==> src/rtl/nm_rx_deframer.sv <==
// NM link receive deframer: serial start/data/parity/stop frames into a fall-through word FIFO.
// One instance per NM channel; the FIFO is drained by the PDMA channel.
module nm_rx_deframer #(
  parameter int unsigned DATA_W     = 16,
  parameter int unsigned DEPTH      = 16,
  parameter int unsigned RDY_THRESH = 8
) (
  input  logic                     PCLK,
  input  logic                     PRESET,
  input  logic                     ENABLE,
  input  logic                     N2C_DATA,
  input  logic                     RD_EN,
  input  logic                     CLR_FLAGS,
  output logic [DATA_W-1:0]        RD_DATA,
  output logic [$clog2(DEPTH):0]   FIFO_LEVEL,
  output logic                     PDMA_DATA_RDY,
  output logic                     OVERFLOW,
  output logic [7:0]               ERR_CNT
);

  localparam int unsigned AW = $clog2(DEPTH);
  localparam int unsigned LW = AW + 1;
  localparam int unsigned CW = $clog2(DATA_W) + 1;

  localparam logic [1:0] StIdle   = 2'd0;
  localparam logic [1:0] StData   = 2'd1;
  localparam logic [1:0] StParity = 2'd2;
  localparam logic [1:0] StStop   = 2'd3;

  // ---------------------------------------------------------------------------
  // Deframer
  // ---------------------------------------------------------------------------
  logic [1:0]        state_q, state_d;
  logic [CW-1:0]     bit_cnt_q, bit_cnt_d;
  logic [DATA_W-1:0] shift_q, shift_d;
  logic              parity_ok_q, parity_ok_d;
  logic              frame_good;
  logic              frame_bad;

  always_comb begin
    state_d     = state_q;
    bit_cnt_d   = bit_cnt_q;
    shift_d     = shift_q;
    parity_ok_d = parity_ok_q;
    frame_good  = 1'b0;
    frame_bad   = 1'b0;
    // Dropping ENABLE abandons the frame silently; it is not a line error.
    if (!ENABLE) begin
      state_d = StIdle;
    end else begin
      case (state_q)
        StIdle: begin
          if (N2C_DATA) begin
            state_d   = StData;
            bit_cnt_d = '0;
          end
        end
        StData: begin
          shift_d   = {shift_q[DATA_W-2:0], N2C_DATA};
          bit_cnt_d = bit_cnt_q + CW'(1);
          if (bit_cnt_q == CW'(DATA_W - 1)) begin
            state_d = StParity;
          end
        end
        StParity: begin
          parity_ok_d = ~(^{shift_q, N2C_DATA});
          state_d     = StStop;
        end
        StStop: begin
          if (!N2C_DATA && parity_ok_q) begin
            frame_good = 1'b1;
          end else begin
            frame_bad = 1'b1;
          end
          state_d = StIdle;
        end
        default: state_d = StIdle;
      endcase
    end
  end

  always_ff @(posedge PCLK or posedge PRESET) begin
    if (PRESET) begin
      state_q     <= StIdle;
      bit_cnt_q   <= '0;
      shift_q     <= '0;
      parity_ok_q <= 1'b0;
    end else begin
      state_q     <= state_d;
      bit_cnt_q   <= bit_cnt_d;
      shift_q     <= shift_d;
      parity_ok_q <= parity_ok_d;
    end
  end

  // ---------------------------------------------------------------------------
  // First-word-fall-through FIFO
  // ---------------------------------------------------------------------------
  logic [DATA_W-1:0] mem_q [DEPTH];
  logic [AW-1:0]     wr_ptr_q, rd_ptr_q;
  logic [LW-1:0]     level_q, level_d;
  logic              empty, full, push, pop, drop;

  assign empty = (level_q == '0);
  assign full  = (level_q == LW'(DEPTH));
  assign pop   = RD_EN && !empty;
  // A pop in the same cycle frees the slot the push needs, even when full.
  assign push  = frame_good && (!full || pop);
  assign drop  = frame_good && full && !pop;

  always_comb begin
    level_d = level_q;
    if (push && !pop) begin
      level_d = level_q + LW'(1);
    end else if (pop && !push) begin
      level_d = level_q - LW'(1);
    end
  end

  always_ff @(posedge PCLK) begin
    if (push) begin
      mem_q[wr_ptr_q] <= shift_q;
    end
  end

  always_ff @(posedge PCLK or posedge PRESET) begin
    if (PRESET) begin
      wr_ptr_q <= '0;
      rd_ptr_q <= '0;
      level_q  <= '0;
    end else begin
      if (push) begin
        wr_ptr_q <= wr_ptr_q + AW'(1);
      end
      if (pop) begin
        rd_ptr_q <= rd_ptr_q + AW'(1);
      end
      level_q <= level_d;
    end
  end

  // ---------------------------------------------------------------------------
  // Status flags
  // ---------------------------------------------------------------------------
  logic       rdy_q, rdy_d;
  logic       ovf_q, ovf_d;
  logic [7:0] err_cnt_q, err_cnt_d;

  always_comb begin
    rdy_d     = (level_d >= LW'(RDY_THRESH));
    ovf_d     = ovf_q | drop;
    err_cnt_d = err_cnt_q;
    if (frame_bad && (err_cnt_q != 8'hFF)) begin
      err_cnt_d = err_cnt_q + 8'd1;
    end
    if (CLR_FLAGS) begin
      ovf_d     = 1'b0;
      err_cnt_d = 8'd0;
    end
  end

  always_ff @(posedge PCLK or posedge PRESET) begin
    if (PRESET) begin
      rdy_q     <= 1'b0;
      ovf_q     <= 1'b0;
      err_cnt_q <= 8'd0;
    end else begin
      rdy_q     <= rdy_d;
      ovf_q     <= ovf_d;
      err_cnt_q <= err_cnt_d;
    end
  end

  assign RD_DATA       = empty ? '0 : mem_q[rd_ptr_q];
  assign FIFO_LEVEL    = level_q;
  assign PDMA_DATA_RDY = rdy_q;
  assign OVERFLOW      = ovf_q;
  assign ERR_CNT       = err_cnt_q;

endmodule

==> config.mk <==
export PLATFORM = sky130hd
export DESIGN_NAME = nm_rx_deframer
export DESIGN_NICKNAME = d
export VERILOG_FILES = /design/src/rtl/nm_rx_deframer.sv
export SDC_FILE = /design/constraint.sdc
export NUM_CORES = 1
export LEC_CHECK = 0
export CAP_MARGIN = 20
export CELL_PAD_IN_SITES_DETAIL_PLACEMENT = 1
export CELL_PAD_IN_SITES_GLOBAL_PLACEMENT = 1
export CORE_MARGIN = 2
export CORE_UTILIZATION = 39
export DETAILED_ROUTE_END_ITERATION = 10
export GPL_TIMING_DRIVEN = 0
export PLACE_DENSITY = 0.63
export SYNTH_ARGS = -nofsm -noshare
export SYNTH_HDL_FRONTEND = slang
export SYNTH_SLANG_ARGS = --single-unit
==> constraint.sdc <==
create_clock -name PCLK -period 2.9 [get_ports PCLK]
set_input_delay 0.29 -clock PCLK [delete_from_list [all_inputs] [get_ports PCLK]]
set_output_delay 0.29 -clock PCLK [all_outputs]
set_load 0.01 [all_outputs]
* After elaboration in Yosys (flattened, before gate mapping) *
Memory sizes are Yosys's and may differ from the RTL's.
Cells that the tools add are included.

storage, ports and cells
  bits in registers = 47
  logic and storage cells = 72
  bits in writable memories = 256
  memories = 1
  memory bits (read-only) = 0
  latch bits = 0
  input port bits = 6

memory list
  name   depth  bits a word  rd ports  clocked after Yosys merged registers in  wr ports  RTL line  RTL
  mem_q  16     16           1         0                                        1         99        logic [DATA_W-1:0] mem_q [DEPTH];

operators by class
  muxes and demuxes = 20
  bitwise logic cells = 2
  eq/ne operators = 9
  shifts and indexed selects = 0
  div/mod/pow operators = 0
  order comparisons = 1
  reductions and logical operators = 23
  multiply operators = 0
  $add $sub $neg = 6

operators with widths
  kind                   number
  $reduce_xor A17 Y1     1
  $mux W16               1
  $mux W8                2
  $mux W5                3
  $add A5 B1 Y5 const B  2
  $pmux W5 S2            1
  $mux W1                9
  $add A4 B1 Y4 const B  2
  $add A8 B1 Y8 const B  1
  $logic_and A1 B1 Y1    8
  $ne A8 B8 Y1 const B   1
  $pmux W2 S4            1
  $mux W2                3
  $ne A3 B3 Y1 const B   2
  $reduce_and A2 Y1      3
  $eq A5 B4 Y1 const B   1
  $eq A5 B5 Y1 const B   1
  $ge A5 B4 Y1 const B   1
  $logic_not A1 Y1       5
  $logic_not A5 Y1       1
  $sub A5 B1 Y5 const B  1
  $eq A2 B2 Y1 const B   2
  $reduce_bool A2 Y1     2
  $reduce_and A3 Y1      1
  6 further kinds        6

* Logic depth before layout (Yosys ltp) *
Gate-level depths: netlist of run 1.

  depth in word-level cells = 11
  mapped depth = 8

* Least setup slack after synthesis of run 1 *
OpenSTA, ideal clock, no wires.

  kind = flip-flop to flip-flop
  start = reg level_q[0], in the netlist FIFO_LEVEL[0]
  end = mem mem_q[0][0], enable pin
  data arrival time = 2607 ps
  cell stages (with the launch flop) = 9
  data required time = 2491 ps
  clock period less this slack = 3017 ps
  setup slack = -117 ps
  library setup time = 409 ps
  cells stage by stage = dfrtp_1 inv_1 ha_1 or3b_1 nor2_1 nor2_1 buf_2 nand2_1 nor3_1

on the way
  cells in the longest elaborated chain, start to end = 7

RTL lines
  what                               RTL line  RTL
  start, declared                    101       logic [LW-1:0] level_q, level_d;
  start signal, assigned             138       level_q <= level_d;
  $logic_not A5 Y1                   104       assign empty = (level_q == '0);
  $logic_not A1 Y1                   106       assign pop = RD_EN && !empty;
  $logic_and A1 B1 Y1                106
  $logic_or A1 B1 Y1 (*)             108       assign push = frame_good && (!full || pop);
  $logic_and A1 B1 Y1 (*)            108
  $mux W1 (*)                        121       if (push) begin
  $mux W1 (not written as such) (*)  122       mem_q[wr_ptr_q] <= shift_q;
  end, declared                      99

Mark *: on every way between the ends. The rest lies on a longest branch, timed or not.

* Final worst setup path of run 1 *
  start = reg rd_ptr_q[0]
  end = out RD_DATA[0]

on the way
  cells in the longest elaborated chain, start to end = 2

RTL lines
  what                    RTL line  RTL
  start, declared         100       logic [AW-1:0] wr_ptr_q, rd_ptr_q;
  start signal, assigned  136       rd_ptr_q <= rd_ptr_q + AW'(1);
  $mem_v2 Z16 W16         -
  $mux W16                174       assign RD_DATA = empty ? '0 : mem_q[rd_ptr_q];
  end, declared           14        output logic [DATA_W-1:0] RD_DATA,

No other way between the ends.

==> results of run 1 <==
[final cells by class]
type / count / share of cell area (%)
Inverter: 14 / 0.357
Tap cell: 396 / 3.37
Buffer: 28 / 1.74
Multi-Input combinational cell: 285 / 22.3
Clock inverter: 23 / 1.46
Sequential cell: 303 / 60.3
Clock buffer: 34 / 5.35
Timing Repair Buffer: 67 / 5.11
[cell families (layout without fill, tap and decap cells)]
kind of cell | count (synthesis) | in the layout | synth area share (%)
DFF | 303 | 303 | 73.4
muxes | 82 | 82 | 13.6
and+or+nand+nor | 81 | 81 | 3.42
AOI/OAI and AO/OA | 78 | 78 | 4.38
buffers and inverters | 43 | 166 | 1.51
xor gates and xnor gates | 30 | 30 | 2.29
adders and majority gates | 14 | 14 | 1.45
[where the power goes]
part,internal [W],switching [W]
clock network,0.00230,0.00161
registers,0.00517,0.000531
logic,0.00206,0.00204
total,0.00953,0.00418
[layer usage]
metal	vias to the layer above	part of all wire (%)	track usage (%)	routed length, um
met4	0	2.0	4.29	562
met1	3329	42	22.7	11600
met2	125	52	30.4	14400
met3	44	3.6	2.03	1000
met5	-	0	0	0
li1	2740	-	-	-
[state kept, by name (all words and copies together) (netlist names)]
register and cells:
PDMA_DATA_RDY 1, OVERFLOW 1, ERR_CNT 8, shift_q 16, state_q 2, wr_ptr_q 4, bit_cnt_q 5, mem_q 256
parity_ok_q 1, FIFO_LEVEL 5, rd_ptr_q 4
[Yosys cell counts, types with 4 or more instances]
library cell,count,area (um^2)
buf_2,5,25.0
buf_4,4,30.0
nand3_1,7,35.0
ha_1,14,175
edfxtp_1,256,7690
o21ai_0,9,45.0
nor3_1,8,40.0
nand2_1,16,60.1
mux4_2,64,1440
nand2b_1,4,25.0
nand4_1,5,31.3
clkbuf_1,11,41.3
nor2_1,26,97.6
xnor2_1,26,228
mux2_2,15,169
a21oi_1,23,115
a22oi_1,33,248
buf_1,9,33.8
inv_1,14,52.6
dfrtp_1,47,1180
[stage by stage]
stage | util (%) | worst slack (ns) | power (W) | hold WS (ns) | std cells
finish | 48.2 | -0.00109 | 0.0137 | 0.0460 | 1150
floorplan | - | 0.310 | 0.00795 | 0.387 | 631
detailed placement | 43.4 | -0.183 | 0.00953 | 0.496 | 1077
global route | 48.2 | -0.106 | 0.0143 | 0.0650 | 1150
global placement | 42.4 | -0.654 | 0.00932 | 0.481 | 1061
CTS | 47.4 | -0.123 | 0.0137 | 0.0398 | 1138
[how the worst max path moves through the flow]
stage | slack (ns) | cells past startpoint | endpoint | startpoint
floorplan | 0.31 | 8 | mem_q[12][0] | FIFO_LEVEL[0]
global placement | -0.65 | 6 | mem_q[4][0] | N2C_DATA
detailed placement | -0.18 | 6 | RD_DATA[5] | rd_ptr_q[1]
CTS | -0.12 | 6 | RD_DATA[15] | rd_ptr_q[0]
global route | -0.11 | 6 | RD_DATA[0] | rd_ptr_q[0]
finish | -0.001 | 6 | RD_DATA[0] | rd_ptr_q[0]
[what timing repair did]
| action | CTS | global route |
|---|---|---|
| pin swaps | 4 | 8 |
| endpoints found under the setup margin | 32 | 154 |
| buffers inserted | 5 | 12 |
| gates resized for setup | 66 | 39 |
[worst max-delay path, cell delays in order (launching register included)]
cell,delay (ns)
dfrtp_2,0.45
buf_12,0.17
buf_12,0.16
mux4_2,0.54
a22oi_2,0.16
a21oi_1,0.10
clkdlybuf4s50_1,0.49
==> metrics.txt, run 1 <==
status complete, but fails checks; violations in the final reports negative setup slack; CP Class flip-flop to output port; Tot GR Track Use between 10% and 20%; die area approximately 0.032 mm^2; Vias/cell between 5 and 6; Longest Clk Path Bufs 3; H-Tree Depth 1; Layout area overhead 21.7%; CORE AREA about 0.031 mm^2; Crit. End Element output port; placed instance area approximately 0.013 mm^2; Worst Path Required 2.61 ns; drt pass-1 iters 5; Starting Density slightly below 40%; Site Rows 64; die width between 150 and 200 um; fin nets 750; first-pass GRT wire length approximately 43 mm; mapped cell area 0.0121 mm^2; Initial DRC Count between 400 and 500; CTS Hold Buffers Added 0; static leakage around 5 nW; Ys Warns 0; ANT nets after route 0; Port Buffers 34; clk_lat worst skew around 0.55 ns; post-synthesis cell count 631; Worst Skew 0.0115 ns; fin. max-slew vios 0; Worst R2R Path Depth 9; crit share post-route 100%; # IOs 37; die height between 150 and 200 um; RR Startpoint FIFO_LEVEL[0]; most frequent cells in the layout edfxtp_1, mux4_2, dfrtp_1, clkbuf_16, xnor2_1; minimum clock period around 2.9 ns; vias between 6000 and 7000; Routed WL per cell 24.0 um; Yosys reg bits 303; Peak VDD IR between 400 and 500 uV; crit path DAT 2.61 ns; Startpoint Class flip-flop; Critical R2R Capture mem_q[7][14]; Final Cell Area 0.0147 mm^2; top_reg_cell synth edfxtp_1; sequential element share of the synthesized area 73.4%; vias in the first global route ~6900; final WL between 20 and 30 mm; CTS root buf clkbuf_16; clock sink count a little over 300; initial antenna violation count 0; critical path fanouts, max 10; Mapped Avg Cell Area 19.1 um^2; total grt overflow 0; Post-synth EDFFs 256; max-cap violation count 0; setup TNS -0.00109 ns; most common cell after layout, fill and taps aside edfxtp_1; unrepaired setup endpoints after global routing yes; slew margin rel. between 50% and 60%; share of cells above drive strength 1 between 30% and 40%; Slew @ Worst Pin 0.736 ns; CTS tree yes; # DRC 0; Num CTS Buffers 31; Yosys cell types between 40 and 50; worst min path class input pin to asynchronous set/reset pin; final worst slack -0.00109 ns; Antenna Cells 0; Max Freq 345 MHz; final hold vios 0; ys async rst share between 15 and 20%; largest net degree at the start of global routing 33; routability cong. roughly 0.73; layout filler cell count around 2800; post-synth net total 651; Clock transition at path regs roughly 0.06 ns; Reg2Reg Setup Slack ~0.27 ns; Setup-failing EPs final 1; Multi-input gate area approximately 0.0033 mm^2; Pwr Density 932 mW/mm^2; Register Area 0.00887 mm^2; HPWL after detailed placement approximately 18 mm
Power figures use the tool's default switching activity.
==> run 2: changes to the inputs <==
--- a/config.mk
+++ b/config.mk
@@ -5,9 +5,11 @@
 export SDC_FILE = /design/constraint.sdc
 export NUM_CORES = 1
 export LEC_CHECK = 0
+export ABC_AREA = 0
 export CAP_MARGIN = 20
 export CELL_PAD_IN_SITES_DETAIL_PLACEMENT = 1
 export CELL_PAD_IN_SITES_GLOBAL_PLACEMENT = 1
+export CORE_ASPECT_RATIO = 1.1
 export CORE_MARGIN = 2
 export CORE_UTILIZATION = 39
 export DETAILED_ROUTE_END_ITERATION = 10
==> metrics.txt, run 2 (synthesis results as in run 1) <==
Routed WL per cell 23.4 um (-2.3%); CORE AREA 0.0305 mm^2 (about the same); status completed; CP top delay family buffers and inverters; Slew @ Worst Pin 0.771 ns (+0.0349 ns); initial antenna violation count 0 (unchanged); register with the most flip-flops mem_q; total grt overflow 0 (unchanged); HPWL after detailed placement 17.9 mm (-1.8%); final worst slack 0.0735 ns (+0.0746 ns); number of flip-flops in the largest register 256 (unchanged); ANT nets after route 0 (unchanged); Layout area overhead 20.8%; Critical-path top delay cell mux4_2; die area 0.0324 mm^2 (about the same); Peak VDD IR 422 uV (-5.8%); Critical Path Max Stage Delay 0.54 ns (about the same); crit share post-route 97.5% (-2.6 points); Hold Slack 0.119 ns (+0.0727 ns); CTS tree yes; Worst Skew 0.0105 ns (-0.000970 ns); Setup-failing EPs final 0 (-1); max-cap violation count 0 (unchanged); # IOs 37 (unchanged); clk_lat worst skew 0.55 ns (about the same); critical path fanouts, max 10 (unchanged); worst min path class input pin to asynchronous set/reset pin; Clock transition at path regs 0.06 ns (about the same); final hold vios 0 (unchanged); Worst Path Required 2.61 ns (about the same); crit path DAT 2.54 ns (-0.07 ns); Longest Clk Path Bufs 3 (unchanged); vias 6212 (-0.42%); CP Class flip-flop to output port; fin. max-slew vios 0 (unchanged); die width 172 um (-4.6%); Post-Place Worst Slack -0.138 ns (+0.0443 ns); minimum clock period 2.83 ns (-0.0746 ns); fin nets 746 (-0.53%); drt pass-1 iters 4 (-1); CTS root buf clkbuf_16; slew margin rel. 48.6% (-2.3 points); clock sink count 303 (unchanged); Pwr Density 910 mW/mm^2 (-2.4%); vias in the first global route 6948 (-0.014%); most common cell after layout, fill and taps aside edfxtp_1; largest net degree at the start of global routing 26 (-21%); worst-path cell chain buf_12 > buf_8 > mux4_2 > a22oi_1 > a21oi_1 > dlygate4sd2_1; Max Freq 354 MHz (+2.6%); Vias/cell 5.34 (-1.5%); # DRC 0 (unchanged); Num CTS Buffers 30 (-3.2%); Initial DRC Count 432 (-4.4%); H-Tree Depth 1 (unchanged); Antenna Cells 0 (unchanged); final WL 27.3 mm (-1.2%); CTS Hold Buffers Added 0 (unchanged); first-pass GRT wire length 42.7 mm (-0.19%); Crit. End Element output port; setup TNS 0 ns (+0.00109 ns); unrepaired setup endpoints after global routing yes; routability cong. 0.771 (+5.1%); die height 189 um (+4.8%); most frequent cells in the layout edfxtp_1, mux4_2, dfrtp_1, clkbuf_16, xnor2_1; Starting Density 39.6% (about the same); Buf+Inv Stages, Crit Path 3 (unchanged); Port Buffers 34 (unchanged); Site Rows 67 (+4.7%); share of cells above drive strength 1 27.6% (-3.1 points); Startpoint Class flip-flop; Tot GR Track Use 17.6% (+0.35 points); static leakage 4.91 nW (-1.6%)
## run 2: layer usage
layer  GRT usage (%)  part of all wire (%)  vias up
met5               0                     0        -
met4            4.75                   2.1        0
met3            2.33                   3.9       39
met2            31.1                    53      140
met1            22.7                    41     3309
li1                -                     -     2724
## run 2: path summary, 6_finish.rpt
kind	start	endpoint	slack, ns	cells after the start
max in group asynchronous	PRESET	ERR_CNT[3]	2.25	3
hold / removal	PRESET	wr_ptr_q[1]	0.12	2
setup reg to reg	FIFO_LEVEL[1]	mem_q[9][0]	0.09	9
hold reg to reg	bit_cnt_q[4]	bit_cnt_q[4]	0.51	1
setup / recovery	rd_ptr_q[0]	RD_DATA[13]	0.07	6
min in group PCLK	CLR_FLAGS	ERR_CNT[2]	0.13	2
## run 2: per-stage QoR
step	instances	util (%)	power, W	cell area, um^2
finish	1163	47.8	0.0133	14600
global route	1163	47.8	0.0139	14600
CTS	1155	47.5	0.0134	14500
detailed placement	1096	43.7	0.00949	13300
global placement	1079	42.5	0.00931	13000
floorplan	631	-	0.00795	12100
## run 2: repair_timing
action / in CTS / in global routing
setup buffers: 5 / 8
gates cloned: 0 / 0
pin swaps: 4 / 3
endpoints found under the setup margin: 16 / 173
resized for setup: 76 / 7
## run 2: worst reg2reg max path: stages (launching register included)
cell and delay (ns):
dfrtp_1 0.45, inv_1 0.09, ha_1 0.23, or3b_1 0.28, nor2_1 0.10, nor2_1 0.13, buf_2 0.26, nand2_1 0.30
nor2_2 0.43, buf_8 0.22
## run 2: cell type report
| cell class | count | area [um^2] |
|---|---|---|
| buffer | 28 | 246 |
| clock buffer | 42 | 817 |
| clock inverter | 13 | 110 |
| fill | 2837 | 15900 |
| inverter | 14 | 52.6 |
| multi-input combinational | 285 | 3220 |
| sequential | 303 | 8860 |
| tap | 414 | 518 |
| timing repair buffer | 64 | 769 |
## run 2: power breakdown
part	switching [W]	leakage (nW)	internal [W]	total, W
logic	0.00196	1.50	0.00193	0.00390
registers	0.000525	2.97	0.00517	0.00569
clock network	0.00156	0.440	0.00213	0.00369
total	0.00405	4.91	0.00923	0.0133
==> run 3: changes to the inputs <==
--- a/config.mk
+++ b/config.mk
@@ -12,9 +12,11 @@
 export CORE_ASPECT_RATIO = 1.1
 export CORE_MARGIN = 2
 export CORE_UTILIZATION = 39
+export CTS_CLUSTER_SIZE = 20
 export DETAILED_ROUTE_END_ITERATION = 10
 export GPL_TIMING_DRIVEN = 0
 export PLACE_DENSITY = 0.63
+export SETUP_SLACK_MARGIN = 0.4
 export SYNTH_ARGS = -nofsm -noshare
 export SYNTH_HDL_FRONTEND = slang
 export SYNTH_SLANG_ARGS = --single-unit
==> metrics.txt, run 3 (synthesis results as in run 1) <==
Peak VDD IR 552 uV (+31%); Pwr Density 959 mW/mm^2 (+5.4%); Switching Power 0.00451 W (+11%); Critical R2R Capture mem_q[12][1]; Setup-failing EPs final 0 (unchanged); Routed WL per cell 24.2 um (+3.0%); fin nets 784 (+5.1%); clock sink count 303 (unchanged); HPWL after detailed placement 17.7 mm (-0.87%); worst min path class input pin to asynchronous set/reset pin; Vias/cell 5.34 (about the same); die width 172 um (unchanged); # DRC 0 (unchanged); die area 0.0324 mm^2 (unchanged); crit share post-route 92.5% (-5.0 points); CTS root buf clkbuf_16; Startpoint Class flip-flop; Initial DRC Count 391 (-9.5%); Antenna Cells 0 (unchanged); Num CTS Buffers 30 (unchanged); Port Buffers 34 (unchanged); final WL 29.0 mm (+6.5%); Tot GR Track Use 17.5% (-0.026 points); Worst Skew 0.0103 ns (-0.000267 ns); setup TNS 0 ns (unchanged); CP Class flip-flop to output port; Slew @ Worst Pin 0.758 ns (-0.0129 ns); minimum clock period 2.68 ns (-0.144 ns); clk_lat worst skew 0.55 ns (about the same); Site Rows 67 (unchanged); Starting Density 39.6% (unchanged); total grt overflow 0 (unchanged); routability cong. 0.780 (+1.1%); crit path DAT 2.39 ns (-0.15 ns); Clock transition at path regs 0.06 ns (about the same); first-pass GRT wire length 42.8 mm (+0.29%); vias in the first global route 6970 (+0.32%); most frequent cells in the layout edfxtp_1, mux4_2, dfrtp_1, clkbuf_16, buf_4; combinational share of power 33.0% (+3.7 points); Max Freq 373 MHz (+5.4%); Clk pwr share 28.1% (+0.3 points); CTS tree yes; Switching Share 30.7% (+0.22 points); share of cells above drive strength 1 39.0% (+11 points); most common cell after layout, fill and taps aside edfxtp_1; critical path fanouts, max 8 (-2); status completed; # IOs 37 (unchanged); H-Tree Depth 1 (unchanged); Layout area overhead 26.7%; static leakage 5.23 nW (+6.5%); drt pass-1 iters 4 (unchanged); total power 0.0147 W (+11%); fin. max-slew vios 0 (unchanged); RR Startpoint FIFO_LEVEL[1]; Worst R2R Path Depth 9 (unchanged); die height 189 um (unchanged); slew margin rel. 49.5% (+0.86 points); Longest Clk Path Bufs 3 (unchanged); internal power 0.0102 W (+10%); CTS Hold Buffers Added 0 (unchanged); Crit. End Element output port; final hold vios 0 (unchanged); register with the most flip-flops mem_q; max-cap violation count 0 (unchanged); initial antenna violation count 0 (unchanged); Reg2Reg Setup Slack 0.53 ns (+0.44 ns); ANT nets after route 0 (unchanged); largest net degree at the start of global routing 26 (unchanged); layout filler cell count 2824 (-0.46%); number of flip-flops in the largest register 256 (unchanged); vias 6423 (+3.4%); unrepaired setup endpoints after global routing yes; Worst Path Required 2.61 ns (about the same); CORE AREA 0.0305 mm^2 (unchanged); sequential share of power 38.9% (-4.0 points)
-- run 3: metal layers --
layer | track usage (%) | share of wire [%] | routed length [um]
met3 | 2.60 | 4.1 | 1190
met2 | 31.2 | 54 | 15600
met4 | 3.85 | 1.8 | 522
met1 | 22.7 | 40 | 11700
met5 | 0 | 0 | 0
-- run 3: area by class of cell --
cell class / count / area, um^2 / share of cell area [%]
flip-flops and latches: 303 / 8870 / 57.9
multi-input cells: 285 / 3390 / 22.2
repair buffers: 101 / 1130 / 7.37
clock buffers: 39 / 836 / 5.46
well taps: 414 / 518 / 3.38
plain buffers: 29 / 293 / 1.91
clock inverters: 17 / 221 / 1.45
inverters: 14 / 52.6 / 0.343
-- run 3: through the flow --
step / setup WS [ns] / hold slack, ns / cell area, um^2 / util, % / cells
CTS: 0.146 / 0.103 / 15000 / 49.0 / 1175
floorplan: 0.310 / 0.387 / 12100 / - / 631
global route: 0.136 / 0.154 / 15300 / 50.2 / 1202
global placement: -0.717 / 0.481 / 13000 / 42.5 / 1079
detailed placement: -0.225 / 0.500 / 13300 / 43.5 / 1094
finish: 0.217 / 0.127 / 15300 / 50.2 / 1202
-- run 3: worst max-delay path by stage --
stage                        from           end  slack, ns  cells past startpoint
finish                rd_ptr_q[0]    RD_DATA[4]       0.22                      7
global route          rd_ptr_q[0]   RD_DATA[14]       0.14                      8
CTS                   rd_ptr_q[0]    RD_DATA[7]       0.15                      6
detailed placement       N2C_DATA   mem_q[7][2]      -0.22                      6
global placement         N2C_DATA   mem_q[4][1]      -0.72                      6
floorplan           FIFO_LEVEL[0]  mem_q[12][0]       0.31                      8
-- run 3: critical path, stage by stage (launching register included) --
cell and delay, ns:
dfrtp_2 0.41, buf_12 0.17, buf_4 0.14, buf_16 0.13
mux4_2 0.54, a22oi_2 0.19, a21oi_2 0.11, buf_2 0.15
-- run 3: what timing repair did --
| item | in CTS | in global routing |
|---|---|---|
| gates cloned | 1 | 3 |
| hold endpoints to repair | 0 | 0 |
| resized for setup | 149 | 45 |
| setup buffers | 24 | 24 |
| setup endpoints to repair | 272 | 189 |
| pin swaps | 22 | 37 |
-- run 3: power by group through the flow --
stage                     Clock, W  Sequential (W)  Combinational, W
after global routing       0.00435         0.00576           0.00516
final                      0.00413         0.00571           0.00484
after global placement           0         0.00570           0.00363
after detailed placement         0         0.00576           0.00372
after floorplan                  0         0.00556           0.00239
after CTS                  0.00420         0.00569           0.00435
